## config.mk

```make
export PLATFORM = sky130hd
export DESIGN_NAME = lecture_timer
export DESIGN_NICKNAME = d
export VERILOG_FILES = /design/src/rtl/lecture_timer.sv
export SDC_FILE = /design/constraint.sdc
export NUM_CORES = 1
export LEC_CHECK = 0
export CAP_MARGIN = 20
export CORE_MARGIN = 8
export CORE_UTILIZATION = 57
export CTS_CLUSTER_DIAMETER = 120
export DETAILED_ROUTE_END_ITERATION = 12
export PLACE_DENSITY_LB_ADDON = 0.1
export SLEW_MARGIN = 10
export SYNTH_ARGS = -nofsm -noshare
export SYNTH_HDL_FRONTEND = slang
export SYNTH_SLANG_ARGS = --single-unit
```

## constraint.sdc

```tcl
create_clock -name Clk -period 8.6 [get_ports Clk]
set_clock_uncertainty 0.15 [all_clocks]
set_input_delay 1.29 -clock Clk [delete_from_list [all_inputs] [get_ports Clk]]
set_output_delay 1.29 -clock Clk [all_outputs]
set_load 0.05 [all_outputs]
```

## src/rtl/lecture_timer.sv

```systemverilog
// lecture_timer
//   Game-time base for the lecture game. Divides Clk into game seconds and
//   minutes, applies minute penalties on request and flags expiry. All
//   outputs are registered.
//
//   Optional feature macro: LECTURE_TIMER_BCD_EN
//     defined     -> minutes_bcd / seconds_bcd track minutes / seconds in BCD
//     not defined -> minutes_bcd / seconds_bcd are tied to 0
//
// Parameters
//   TICKS_PER_SEC  Clk cycles per game second (>= 2)
//   SEC_PER_MIN    game seconds per game minute (2..64)
//   MAX_MINUTES    expired is high while minutes >= MAX_MINUTES
//   PENALTY_MIN    minutes added per Penalty pulse (1..255)
//
// Ports
//   Clk          in   system clock
//   Reset        in   synchronous, active-high; clears all state
//   Run          in   time advances only while high
//   Clear        in   one-cycle pulse; restart at 00:00
//   Penalty      in   one-cycle pulse; add PENALTY_MIN minutes
//   minutes      out  [7:0]  elapsed minutes, saturating at 255
//   seconds      out  [5:0]  seconds within current minute
//   sec_tick     out  pulse with each seconds update
//   min_tick     out  pulse with each rollover minute increment
//   expired      out  minutes >= MAX_MINUTES
//   minutes_bcd  out  [11:0] three BCD digits of minutes
//   seconds_bcd  out  [7:0]  two BCD digits of seconds
module lecture_timer #(
    parameter int TICKS_PER_SEC = 100_000_000,
    parameter int SEC_PER_MIN   = 60,
    parameter int MAX_MINUTES   = 120,
    parameter int PENALTY_MIN   = 5
) (
    input  logic        Clk,
    input  logic        Reset,
    input  logic        Run,
    input  logic        Clear,
    input  logic        Penalty,
    output logic [7:0]  minutes,
    output logic [5:0]  seconds,
    output logic        sec_tick,
    output logic        min_tick,
    output logic        expired,
    output logic [11:0] minutes_bcd,
    output logic [7:0]  seconds_bcd
);

    localparam int                PRE_W    = $clog2(TICKS_PER_SEC);
    localparam logic [PRE_W-1:0]  PRE_LAST = PRE_W'(TICKS_PER_SEC - 1);
    localparam logic [PRE_W-1:0]  PRE_ONE  = PRE_W'(1);
    localparam logic [5:0]        SEC_LAST = 6'(SEC_PER_MIN - 1);
    localparam logic [8:0]        PEN_9    = 9'(PENALTY_MIN);
    localparam logic [31:0]       MAX_32   = 32'(MAX_MINUTES);

    // Add in 9 bits, then clamp to 255.
    function automatic logic [7:0] sat_add(input logic [7:0] base,
                                           input logic [8:0] inc);
        logic [8:0] sum;
        sum = {1'b0, base} + inc;
        return sum[8] ? 8'hFF : sum[7:0];
    endfunction

    logic [PRE_W-1:0] pre;
    logic [PRE_W-1:0] pre_next;
    logic [5:0]       seconds_next;
    logic [7:0]       minutes_next;
    logic             sec_tick_next;
    logic             min_tick_next;
    logic             expired_next;
    logic             sec_elapse;
    logic             rollover;

    always_comb begin
        pre_next      = pre;
        seconds_next  = seconds;
        minutes_next  = minutes;
        sec_tick_next = 1'b0;
        min_tick_next = 1'b0;
        sec_elapse    = Run && (pre == PRE_LAST);
        rollover      = sec_elapse && (seconds == SEC_LAST);

        if (Clear) begin
            pre_next     = '0;
            seconds_next = '0;
            minutes_next = '0;
        end else begin
            if (Run) begin
                pre_next = (pre == PRE_LAST) ? '0 : pre + PRE_ONE;
            end
            if (sec_elapse) begin
                sec_tick_next = 1'b1;
                seconds_next  = rollover ? 6'd0 : seconds + 6'd1;
            end
            // A penalty absorbs a coincident rollover minute and never ticks.
            if (Penalty) begin
                minutes_next = sat_add(minutes, PEN_9 + {8'd0, rollover});
            end else if (rollover && (minutes != 8'hFF)) begin
                minutes_next  = minutes + 8'd1;
                min_tick_next = 1'b1;
            end
        end

        // Derived from the next value so it moves together with minutes.
        expired_next = ({24'd0, minutes_next} >= MAX_32);
    end

    always_ff @(posedge Clk) begin
        if (Reset) begin
            pre      <= '0;
            seconds  <= '0;
            minutes  <= '0;
            sec_tick <= 1'b0;
            min_tick <= 1'b0;
            expired  <= (MAX_MINUTES <= 0);
        end else begin
            pre      <= pre_next;
            seconds  <= seconds_next;
            minutes  <= minutes_next;
            sec_tick <= sec_tick_next;
            min_tick <= min_tick_next;
            expired  <= expired_next;
        end
    end

`ifdef LECTURE_TIMER_BCD_EN
    // Double-dabble: 8-bit binary to three BCD digits.
    function automatic logic [11:0] bcd_of_min(input logic [7:0] bin);
        logic [11:0] bcd;
        bcd = '0;
        for (int i = 7; i >= 0; i--) begin
            if (bcd[3:0]  >= 4'd5) bcd[3:0]  = bcd[3:0]  + 4'd3;
            if (bcd[7:4]  >= 4'd5) bcd[7:4]  = bcd[7:4]  + 4'd3;
            if (bcd[11:8] >= 4'd5) bcd[11:8] = bcd[11:8] + 4'd3;
            bcd = {bcd[10:0], bin[i]};
        end
        return bcd;
    endfunction

    // Double-dabble: 6-bit binary to two BCD digits.
    function automatic logic [7:0] bcd_of_sec(input logic [5:0] bin);
        logic [7:0] bcd;
        bcd = '0;
        for (int i = 5; i >= 0; i--) begin
            if (bcd[3:0] >= 4'd5) bcd[3:0] = bcd[3:0] + 4'd3;
            if (bcd[7:4] >= 4'd5) bcd[7:4] = bcd[7:4] + 4'd3;
            bcd = {bcd[6:0], bin[i]};
        end
        return bcd;
    endfunction

    // Shadows load the converted next values, so they stay in lockstep.
    always_ff @(posedge Clk) begin
        if (Reset) begin
            minutes_bcd <= '0;
            seconds_bcd <= '0;
        end else begin
            minutes_bcd <= bcd_of_min(minutes_next);
            seconds_bcd <= bcd_of_sec(seconds_next);
        end
    end
`else
    assign minutes_bcd = '0;
    assign seconds_bcd = '0;
`endif

endmodule

```

==> impl_metrics.yaml <==
synthesis:
  ys_warn_count: 0
  netlist_top_cells_area: "dfxtp_1 (36%), nor2_1 (7.1%), xnor2_1 (6.8%)"
  syn_area_per_cell_um2: 8.46
  yosys.cell_types.count: 53
  yosys_most_used_dff: "dfxtp_1"
  yosysSeqAreaShare_pct: 36.1
  yosysTopAreaCell: "dfxtp_1"
  ys_ff_latch: 44
  synth_edf_count: 0
  synthArstFlopShare_pct: 0
  synth_area_um2: 2440
  synthCells: 288
  synth_top_area_share_pct: 36.1
placed_design:
  hpwl_um: 3630
  placed_area_um2: 2580
  port-buffer-count: 21
  gp_congestion: 0.888
sta:
  final.period_utilization_pct: 52.6
  rsz0062_at_grt: "false"
  maxSlewHeadroom_pct: 37.6
  min_period_ps: 4520
  final_hold_viol_count: 0
  slew_violations: 0
  max_freq_ghz: 0.221
  setup-violations-final: 0
  worst_slew_pin_slew_ps: 924
  fin_tns_setup_ps: 0
clock_tree:
  cts_resized: 0
  clock_latency_ps: 300
  cts_hold_buf: 0
  htreeDepth: 2
  numCtsBuffers: 5
  post_cts_buffers: 0
  cts_tree: "done"
  clock_path_buffers: 2
  cts_num_sinks: 44
  path_clk_slew_ps: 70
  clockRootBuffer: "clkbuf_8"
floorplan:
  dieArea_um2: 6620
  num_io_pins: 42
  die_h_um: 81.4
  floorplan.initialDensity_pct: 60.1
  num_rows: 23
  core_um2: 4060
  die_w_um: 81.4
global_route:
  antenna_found_initial: 0
  grt_pass1_vias: 1809
  gr-total-overflow: 0
  grt_usage_pct: 15.5
  grt_pass1_wl_um: 8220
  grt_max_degree: 27
worst_setup_path:
  path_cells: "clkdlybuf4s50_1 > nand4_1 > nor3_1 > and2_1 > nand2_1 > ha_1 > inv_1 > ha_1 > o21ai_0 > o21ai_0 > o22ai_1 > a211o_1 > o41ai_2"
  regToRegSetupSlack_ps: 4940
  r2r_start: "pre[17]"
  crit_family: "compound AO/OA/AOI/OAI gates"
  cp.required_ps: 8650
  r2r-end: "expired"
  reg2regPathDepth: 12
  cp_max_fo: 6
  cp_slowest_cell: "clkdlybuf4s50_1"
  end_kind: "register"
  worst-setup-path-type: "primary input to register"
  crit_path_start_kind: "primary input"
  slowest_delay_ps: 580
  critPathBufInv: 2
  crit_arrival_ps: 4570
layout:
  area_delta_synth_final_pct: 9.86
  antenna_cells: 0
  layout.nets: 317
  layout_commonest_cell: "nor2_1"
  nFillCells: 356
  final_layout_size_suffix_gt1_share_pct: 6.23
  final_cell_mix: "nor2_1 (46), dfxtp_1 (44), nand2_1 (21), clkdlybuf4s50_1 (21), conb_1 (20)"
  fin_area_um2: 2680
min_path:
  worst_hold_path.endpoint: "seconds[1]"
  hold_path_startpoint: "seconds[1]"
  holdPathStages: 2
  hp-class: "register to register"
routing:
  drtPass1Iterations: 4
  drtAntennaViolNets: 0
  totalWireLength_um: 4900
  first_iter_violations: 167
  drc_errors: 0
  vias_per_cell: 5.52
  dr_total_vias: 1961
  wire_per_inst_um: 13.8
run:
  cap_viol_max_count: 0
status:
  run_status: "completed"
power:
  ir_drop_v: 0.0000909
  powerDensity_nw_per_um2: 149
  p_leak_nw: 0.953
## state kept, by name, indices dropped and copies added, names as in the netlist
register and cells:
pre 27, minutes 8, seconds 6, expired 1, min_tick 1, sec_tick 1
## routing by layer
layer | global-route usage, % | up-vias | wire length (um)
met5 | 0 | - | 0
li1 | - | 986 | -
met2 | 25.7 | 59 | 2280
met3 | 3.31 | 6 | 350
met4 | 5.89 | 0 | 48
met1 | 19.1 | 910 | 2230
## logic make-up after synthesis
family / Yosys count / synth area share [%]
AND/OR/NAND/NOR: 128 / 27.0
multiplexers: 4 / 1.80
XOR/XNOR: 32 / 11.5
adder cells (fa/ha/maj): 6 / 3.08
other: 1 / 0.154
buffers and inverters: 36 / 9.39
AO/OA/AOI/OAI: 37 / 11.0
flip-flops: 44 / 36.1
## Yosys cell counts, types with 7 or more instances
cell type  count
o21ai_0       11
nor3_1         8
nand4_1       13
nand3_1        9
xnor2_1       19
inv_1          7
xor2_1        13
a21oi_1        7
nor2_1        46
nand2_1       21
dfxtp_1       44
buf_4         20
## worst max path at each step
stage	slack, ps	depth (start not counted)	end	startpoint
3_5_place_dp	3860	13	expired	Run
2_1_floorplan	4980	13	expired	Run
3_3_place_gp	4100	13	expired	Run
4_1_cts	4150	13	expired	Run
5_1_grt	3820	13	expired	Run
6_report	4080	13	expired	Run
## power breakdown
part	total [W]	internal [W]	leakage [nW]	switching [W]
Sequential	0.000207	0.000205	0.355	0.00000227
Clock	0.000152	0.0000834	0.0501	0.0000683
Combinational	0.0000402	0.00000751	0.548	0.0000327
## layout make-up
class	count	area [um2]	area share, %
clock buffer	5	68.8	2.57
clock inverter	1	30.0	1.12
inverter	7	26.3	0.981
multi-input combinational	227	1400	52.2
sequential	44	881	32.9
tap	50	62.6	2.34
timing repair buffer	21	210	7.85
## metrics by stage
step / power, W / utilization [%] / hold slack [ps] / setup WS, ps / instances
after global placement: 0.000252 / 63.6 / 337 / 4100 / 349
after global routing: 0.000412 / 66.0 / 390 / 3820 / 355
after detailed placement: 0.000252 / 63.6 / 349 / 3860 / 349
after CTS: 0.000401 / 66.0 / 360 / 4150 / 355
after floorplan: 0.000252 / - / 329 / 4980 / 307
final: 0.000399 / 66.0 / 365 / 4080 / 355
## worst reg2reg max path, cell delays in order, from the launching register on
cell and delay [ps]:
dfxtp_1 340, or4_4 550, nor4_4 390, and2_1 330, nand2_1 120, ha_1 210
inv_1 50, ha_1 200, o21ai_0 150, o21ai_0 380, o22ai_1 130, a211o_1 270
o41ai_2 300
Note: power is estimated with default switching activity, not from simulation.
